## src/rtl/adder_pipelined_if.sv

```systemverilog
// Operand/result bus of the chunked pipelined adder: request side (a, b, c_in, sat) and result side (sum, c_out, ovf).
// Latency: none, wiring only.
// Backpressure: valid/ready on both sides; master drives requests and out_ready, slave drives in_ready and results.
interface adder_pipelined_if #(
   parameter int N = 32
);
   logic         in_valid;
   logic         in_ready;
   logic [N-1:0] a;
   logic [N-1:0] b;
   logic         c_in;
   logic         sat;
   logic         out_valid;
   logic         out_ready;
   logic [N-1:0] sum;
   logic         c_out;
   logic         ovf;

   modport master (
      output in_valid, a, b, c_in, sat, out_ready,
      input  in_ready, out_valid, sum, c_out, ovf
   );

   modport slave (
      input  in_valid, a, b, c_in, sat, out_ready,
      output in_ready, out_valid, sum, c_out, ovf
   );
endinterface

```

## src/rtl/adder_pipelined.sv

```systemverilog
// Unsigned N-bit adder split into STAGES carry chunks, one chunk added per pipeline stage, optional saturation.
// Latency: STAGES cycles from acceptance to out_valid; one transaction per cycle throughput.
// Backpressure: whole pipe advances only when the last slot is empty or drained; in_ready mirrors that advance.
module adder_pipelined #(
   parameter int N      = 32,
   parameter int STAGES = 4
) (
   input  logic             clk,
   input  logic             rst_n,
   adder_pipelined_if.slave bus
);

   localparam int W    = N / STAGES;
   localparam int LAST = STAGES - 1;

   // Per-stage registers. part_q[k] holds result chunks 0..k; chunks above k are
   // still zero and get filled by the stages further down. a_q/b_q carry the full
   // operands so later stages can pick their chunk and the last stage sees the signs.
   logic         vld_q  [STAGES];
   logic [N-1:0] a_q    [STAGES];
   logic [N-1:0] b_q    [STAGES];
   logic [N-1:0] part_q [STAGES];
   logic         cy_q   [STAGES];
   logic         sat_q  [STAGES];

   // Next-state values for each stage register.
   logic         vld_d  [STAGES];
   logic [N-1:0] a_d    [STAGES];
   logic [N-1:0] b_d    [STAGES];
   logic [N-1:0] part_d [STAGES];
   logic         cy_d   [STAGES];
   logic         sat_d  [STAGES];

   // What each stage receives from upstream before adding its own chunk.
   logic [N-1:0] part_prev [STAGES];
   logic         cy_prev   [STAGES];
   logic [W:0]   chunk_sum [STAGES];

   logic adv;

   // A single advance for all stages keeps slots aligned, so ordering and
   // no-drop/no-duplicate fall out of the structure rather than per-stage logic.
   assign adv          = !vld_q[LAST] || bus.out_ready;
   assign bus.in_ready = adv;

   // Stage 0 is fed from the bus; every other stage is fed from its predecessor's registers.
   always_comb begin
      vld_d[0]     = bus.in_valid && adv;
      a_d[0]       = bus.a;
      b_d[0]       = bus.b;
      sat_d[0]     = bus.sat;
      part_prev[0] = '0;
      cy_prev[0]   = bus.c_in;
      for (int k = 1; k < STAGES; k++) begin
         vld_d[k]     = vld_q[k-1];
         a_d[k]       = a_q[k-1];
         b_d[k]       = b_q[k-1];
         sat_d[k]     = sat_q[k-1];
         part_prev[k] = part_q[k-1];
         cy_prev[k]   = cy_q[k-1];
      end
   end

   // Each stage adds only its own W-bit chunk plus the registered carry from the stage before,
   // so the longest carry chain is W bits and never spans a register boundary.
   always_comb begin
      for (int k = 0; k < STAGES; k++) begin
         chunk_sum[k] = {1'b0, a_d[k][k*W +: W]}
                      + {1'b0, b_d[k][k*W +: W]}
                      + {{W{1'b0}}, cy_prev[k]};
         part_d[k]              = part_prev[k];
         part_d[k][k*W +: W]    = chunk_sum[k][W-1:0];
         cy_d[k]                = chunk_sum[k][W];
      end
   end

   // Shift every stage together on advance, hold everything otherwise. Data is cleared on
   // reset as well as the valids so the derived outputs (sum, c_out, ovf) read as zero.
   always_ff @(posedge clk) begin
      if (!rst_n) begin
         for (int k = 0; k < STAGES; k++) begin
            vld_q[k]  <= 1'b0;
            a_q[k]    <= '0;
            b_q[k]    <= '0;
            part_q[k] <= '0;
            cy_q[k]   <= 1'b0;
            sat_q[k]  <= 1'b0;
         end
      end else if (adv) begin
         for (int k = 0; k < STAGES; k++) begin
            vld_q[k]  <= vld_d[k];
            a_q[k]    <= a_d[k];
            b_q[k]    <= b_d[k];
            part_q[k] <= part_d[k];
            cy_q[k]   <= cy_d[k];
            sat_q[k]  <= sat_d[k];
         end
      end
   end

   // Results are decoded straight from the last stage registers, so they stay
   // frozen for as long as the stage is held by backpressure.
   assign bus.out_valid = vld_q[LAST];
   assign bus.c_out     = cy_q[LAST];
   assign bus.sum       = (sat_q[LAST] && cy_q[LAST]) ? {N{1'b1}} : part_q[LAST];
   // Signed overflow is judged on the raw sum, before any saturation is applied.
   assign bus.ovf       = (a_q[LAST][N-1] == b_q[LAST][N-1]) &&
                          (part_q[LAST][N-1] != a_q[LAST][N-1]);

endmodule

```

## src/flat_wrapper.sv

```systemverilog
// flat-port wrapper written by rule: the top's interface ports become plain ports
module adder_pipelined_flat 
#(
   parameter int N      = 32,
   parameter int STAGES = 4
)
  (clk, rst_n, bus_in_valid, bus_a, bus_b, bus_c_in, bus_sat, bus_out_ready, bus_in_ready, bus_out_valid, bus_sum, bus_c_out, bus_ovf);
  adder_pipelined_if #(.N(N)) bus_i ();
  input  logic clk;
  input  logic rst_n;
  input wire logic [$bits(bus_i.in_valid)-1:0] bus_in_valid;
  input wire logic [$bits(bus_i.a)-1:0] bus_a;
  input wire logic [$bits(bus_i.b)-1:0] bus_b;
  input wire logic [$bits(bus_i.c_in)-1:0] bus_c_in;
  input wire logic [$bits(bus_i.sat)-1:0] bus_sat;
  input wire logic [$bits(bus_i.out_ready)-1:0] bus_out_ready;
  output wire logic [$bits(bus_i.in_ready)-1:0] bus_in_ready;
  output wire logic [$bits(bus_i.out_valid)-1:0] bus_out_valid;
  output wire logic [$bits(bus_i.sum)-1:0] bus_sum;
  output wire logic [$bits(bus_i.c_out)-1:0] bus_c_out;
  output wire logic [$bits(bus_i.ovf)-1:0] bus_ovf;
  assign bus_i.in_valid = bus_in_valid;
  assign bus_i.a = bus_a;
  assign bus_i.b = bus_b;
  assign bus_i.c_in = bus_c_in;
  assign bus_i.sat = bus_sat;
  assign bus_i.out_ready = bus_out_ready;
  assign bus_in_ready = bus_i.in_ready;
  assign bus_out_valid = bus_i.out_valid;
  assign bus_sum = bus_i.sum;
  assign bus_c_out = bus_i.c_out;
  assign bus_ovf = bus_i.ovf;
  adder_pipelined #(.N(N), .STAGES(STAGES)) u_core (.clk(clk), .rst_n(rst_n), .bus(bus_i));
endmodule
```

## config.mk

```make
export PLATFORM = sky130hd
export DESIGN_NAME = adder_pipelined_flat
export DESIGN_NICKNAME = d
export VERILOG_FILES = /design/src/rtl/adder_pipelined_if.sv /design/src/rtl/adder_pipelined.sv /design/src/flat_wrapper.sv
export SDC_FILE = /design/constraint.sdc
export NUM_CORES = 1
export LEC_CHECK = 0
export ABC_CLOCK_PERIOD_IN_PS = 10600
export CAP_MARGIN = 20
export CORE_AREA = 2 2 207 148
export CTS_CLUSTER_SIZE = 25
export DETAILED_ROUTE_END_ITERATION = 10
export DIE_AREA = 0 0 209 150
export GPL_TIMING_DRIVEN = 0
export PLACE_DENSITY = 0.6
export RECOVER_POWER = 50
export SLEW_MARGIN = 5
export SYNTH_ARGS = -nofsm -noshare
export SYNTH_HDL_FRONTEND = slang
export SYNTH_SLANG_ARGS = --single-unit
```

## constraint.sdc

```tcl
create_clock -name clk -period 10.6 [get_ports clk]
set_input_delay 1.59 -clock clk [delete_from_list [all_inputs] [get_ports clk]]
set_output_delay 1.59 -clock clk [all_outputs]
set_load 0.01 [all_outputs]
```

== Word-level counts from Yosys, hierarchy flattened ==
Memories as Yosys holds them, arrays and structs flattened.
Cells that the tools add are included.
Operators by class
  add/sub/neg operators: 8
  $mul: 0
  div/mod/pow operators: 0
  order comparisons: 0
  equality and inequality tests: 2
  shift-type cells: 0
  multiplexer cells: 29
  bitwise operators: 24
  reduce and logical (&&, ||, !) cells: 5
Operator list (count)
  32-bit 2-to-1 mux: 13
  8-bit by 8-bit adder with 9-bit output: 4
  9-bit by 1-bit adder with 9-bit output: 4
  1-bit bitwise OR: 24
  1-bit 2-to-1 mux: 16
  1-bit logical AND: 3
  1-bit equality test: 1
  1-bit zero test: 1
  1-bit logical OR: 1
  1-bit inequality test: 1
Storage, ports and cells
  bits in registers: 0
  bits in latches: 0
  RAM bits: 396
  ROM bits: 0
  input bits: 70
  output and inout bits: 36
  logic and storage cells: 74
  memories: 6
Memories
  u_core.a_q: words 4, width 32, read ports 4, clocked after memory_dff 0, wr ports 4, line adder_pipelined.sv:20  | logic [N-1:0] a_q [STAGES];
  u_core.b_q: words 4, width 32, read ports 4, clocked after memory_dff 0, wr ports 4, line adder_pipelined.sv:21  | logic [N-1:0] b_q [STAGES];
  u_core.part_q: words 4, width 32, read ports 4, clocked after memory_dff 0, wr ports 4, line adder_pipelined.sv:22  | logic [N-1:0] part_q [STAGES];
  u_core.cy_q: words 4, width 1, read ports 4, clocked after memory_dff 0, wr ports 4, line adder_pipelined.sv:23  | logic cy_q [STAGES];
  u_core.sat_q: words 4, width 1, read ports 4, clocked after memory_dff 0, wr ports 4, line adder_pipelined.sv:24  | logic sat_q [STAGES];
  u_core.vld_q: words 4, width 1, read ports 4, clocked after memory_dff 0, wr ports 4, line adder_pipelined.sv:19  | logic vld_q [STAGES];

== Logic depth before layout (Yosys ltp) ==
An unclocked memory read counts as a cell.
  depth in word-level cells: 7
  gate-level depth with buffers: 7
  gate-level depth less buffers: 7

== Least setup slack after synthesis ==
Ideal clock, no wire load.
  path type: input -> register
  start point: in rst_n
  end point: mem u_core.a_q[0][10] (enable)
  setup time: 1950 ps
  arrival: 6160 ps
  required time: 8650 ps
  slack: 2490 ps
  cell stages on the path: 3
  buffers on the path: 2
  path through: clkbuf_1 > clkbuf_1 > nand3b_1
RTL lines
  start: declaration: line flat_wrapper.sv:10  | input logic rst_n;
  end: declaration: line adder_pipelined.sv:20

== Final worst setup path ==
  start point: in bus_out_ready
  end point: out bus_in_ready
Between the ends
  cells in the longest elaborated chain, start to end: 1
RTL lines
  start: declaration: line flat_wrapper.sv:16  | input wire logic [$bits(bus_i.out_ready)-1:0] bus_out_ready;
  1-bit logical OR: line adder_pipelined.sv:43  | assign adv = !vld_q[LAST] || bus.out_ready;
  end: declaration: line flat_wrapper.sv:17  | output wire logic [$bits(bus_i.in_ready)-1:0] bus_in_ready;
Every way passes these cells.

==> impl_metrics.json <==
{
  "finalCriticalPeriod_ps": 5170,
  "power.leakage_uw": 0.00493,
  "outcome": "complete, no violations",
  "synth-xor-area-share_pct": 0,
  "worstRegToRegCells": 6,
  "tightest_slew_ps": 912,
  "grt_max_degree": 21,
  "min_path_type": "reg -> reg",
  "layout_common_cells": "187 x edfxtp_1, 155 x and3_1, 100 x clkdlybuf4s50_1, 43 x clkbuf_1, 37 x nand2b_1",
  "cap_violations": 0,
  "worstPathRequired_ps": 9010,
  "io_pins": 106,
  "netlist_instances": 643,
  "n_fill_cell": 2845,
  "cts.clk_slew.worst_paths_ps": 60,
  "fp.dieArea_um2": 31400,
  "ctsHtreeMaxLevel": 4,
  "postCtsSetupBuffers": 0,
  "ant_nets": 0,
  "grt_pass1_wl_um": 30200,
  "cellPowerDensity_nw_per_um2": 156,
  "multiInputGateArea_um2": 2740,
  "rows": 53,
  "synth_top_family_by_area": "simple AND/OR/NAND/NOR gates",
  "synth.area.mux_share_pct": 0.346,
  "hold_path_depth": 2,
  "cts_buffers": 17,
  "relSlewSlack_pct": 39.2,
  "fp.dieH_um": 150,
  "r2r-end": "u_core.part_q[0][87]",
  "synthSimpleGateAreaFrac_pct": 19.3,
  "start_util_pct": 29.4,
  "whs_ps": 532,
  "finClkSkew_ps": 12.3,
  "drt_iter0_drc": 559,
  "synth-compound-area-share_pct": 6.24,
  "dp_slack_ps": 5790,
  "dpl.hpwl_um": 14800,
  "hold_violations": 0,
  "timing.fmax_ghz": 0.193,
  "drt-total-wl_um": 19900,
  "worst_slack_ps": 5430,
  "fin_crit_sh_pct": 48.8,
  "clkLatencyLatePin_ps": 430,
  "area_growth_syn_to_layout_pct": 26.6,
  "min_to": "u_core.vld_q[0]",
  "r2r_setup_slack_ps": 7620,
  "ys_types": 33,
  "cp.arrival_ps": 3580,
  "num_antenna_cells": 0,
  "drive_gt1_share_pct": 5.95,
  "grt-ovfl-total": 0,
  "cp-start-kind": "primary input",
  "io_buffer_count": 104,
  "ys_ff_latch": 190,
  "globalplace.congestion": 0.808,
  "cts_hold_buf": 0,
  "avgSynthCellArea_um2": 13.5,
  "wl_per_cell_um": 16.9,
  "endpoint_kind": "output port",
  "track_usage_pct": 13.0,
  "ys_seq_area_share_pct": 65.4,
  "clockBufferDepth": 2,
  "hp-start": "u_core.vld_q[0]",
  "synth_nets": 749,
  "path_max_fanout": 10,
  "dr_total_vias": 5479,
  "via_per_inst": 4.66,
  "crit-reg2reg-launch": "u_core.vld_q[3]",
  "tritoncts": "yes",
  "grt_pass1_vias": 5283,
  "final_common_cell": "edfxtp_1",
  "drtPass1Iterations": 4,
  "slew_viol_final": 0,
  "syn_area_um2": 8680,
  "cts-root-buf": "clkbuf_16",
  "ys.warnings.count": 0,
  "coreArea_um2": 29500,
  "cts_sinks": 190,
  "synth-adder-area-share_pct": 5.88,
  "ir_drop_mv": 0.0953,
  "cts-resized-gates": 0,
  "die_w_um": 209,
  "grt_setup_unrepaired": "false",
  "drt_drc_violations_left": 0,
  "final_nets": 884,
  "antenna_found_initial": 0,
  "setup_viol": 0,
  "layout.area.seq_um2": 5680,
  "path_class": "in -> out"
}
-- layout make-up --
cell class | count | share of cell area [%]
multi-input cells | 394 | 25.0
repair buffers | 116 | 11.3
clock inverters | 13 | 1.71
inverters | 16 | 0.547
well taps | 385 | 4.39
plain buffers | 43 | 1.48
flip-flops and latches | 190 | 51.7
clock buffers | 18 | 3.91
-- synthesized netlist by cell type, drive strengths merged --
master	number	area, µm²
nand3	8	40.0
nor2b	11	68.8
nor3b	3	22.5
or3b	4	35.0
nand2	12	47.6
nor3	21	105
ha	28	350
a21o	12	90.1
a21oi	19	95.1
edfxtp	187	5620
mux2i	3	30.0
fa	8	160
dfxtp	3	60.1
nor4	4	25.0
o2111ai	4	60.1
o21a	13	97.6
and3	155	970
inv	16	60.1
or3	8	50.1
nand3b	1	7.51
o211a	4	40.0
o31a	5	43.8
a211oi	8	60.1
nor2	14	52.6
o21ai	11	55.1
nand2b	37	239
and2	1	8.76
buf	8	55.1
clkbuf	35	131
-- worst max path at each step --
stage	start	endpoint	cells after the start
2_1_floorplan	rst_n	u_core.a_q[0][10]	3
4_1_cts	bus_out_ready	bus_in_ready	5
3_3_place_gp	rst_n	u_core.a_q[0][13]	3
6_report	bus_out_ready	bus_in_ready	5
3_5_place_dp	bus_out_ready	bus_in_ready	5
5_1_grt	bus_out_ready	bus_in_ready	5
-- worst max-delay path, stage by stage --
cell	delay (ps)
dlygate4sd3_1	530
nand2b_1	100
clkbuf_1	400
clkbuf_1	330
clkdlybuf4s50_1	620
-- logic make-up after synthesis --
kind of cell / Yosys count
adders and majority gates: 36
and+or+nand+nor: 279
DFF: 190
muxes: 3
AOI/OAI and AO/OA: 76
buffers and inverters: 59
-- flip-flops by register name, indices dropped and copies added (netlist names) --
signal,count
u_core.part_q,80
u_core.a_q,49
u_core.b_q,49
u_core.cy_q,4
u_core.sat_q,4
u_core.vld_q,4
-- stage by stage --
stage	instance area [µm²]	cells	power, µW	TNS [ps]	util, %
2_1_floorplan	8680	643	980	0	-
3_3_place_gp	10200	1132	1050	-51150	34.6
3_5_place_dp	10400	1144	1050	0	35.3
4_1_cts	11000	1175	1730	0	37.3
5_1_grt	11000	1175	1780	0	37.2
6_report	11000	1175	1710	0	37.2
-- routing by layer --
layer,part of all wire [%],vias to the layer above,GRT usage (%),wire length [µm]
met5,0,-,0,0
met4,0.90,0,3.18,179
met3,7.7,8,3.34,1530
met2,47,132,21.2,9440
met1,44,2641,17.5,8760
li1,-,2698,-,-
-- power breakdown --
part | switching (µW) | total (µW) | internal (µW)
clock | 278 | 675 | 396
sequential | 11.8 | 882 | 870
combinational | 72.6 | 151 | 78.6
total | 363 | 1710 | 1350
Note: power is estimated with default switching activity, not from simulation.
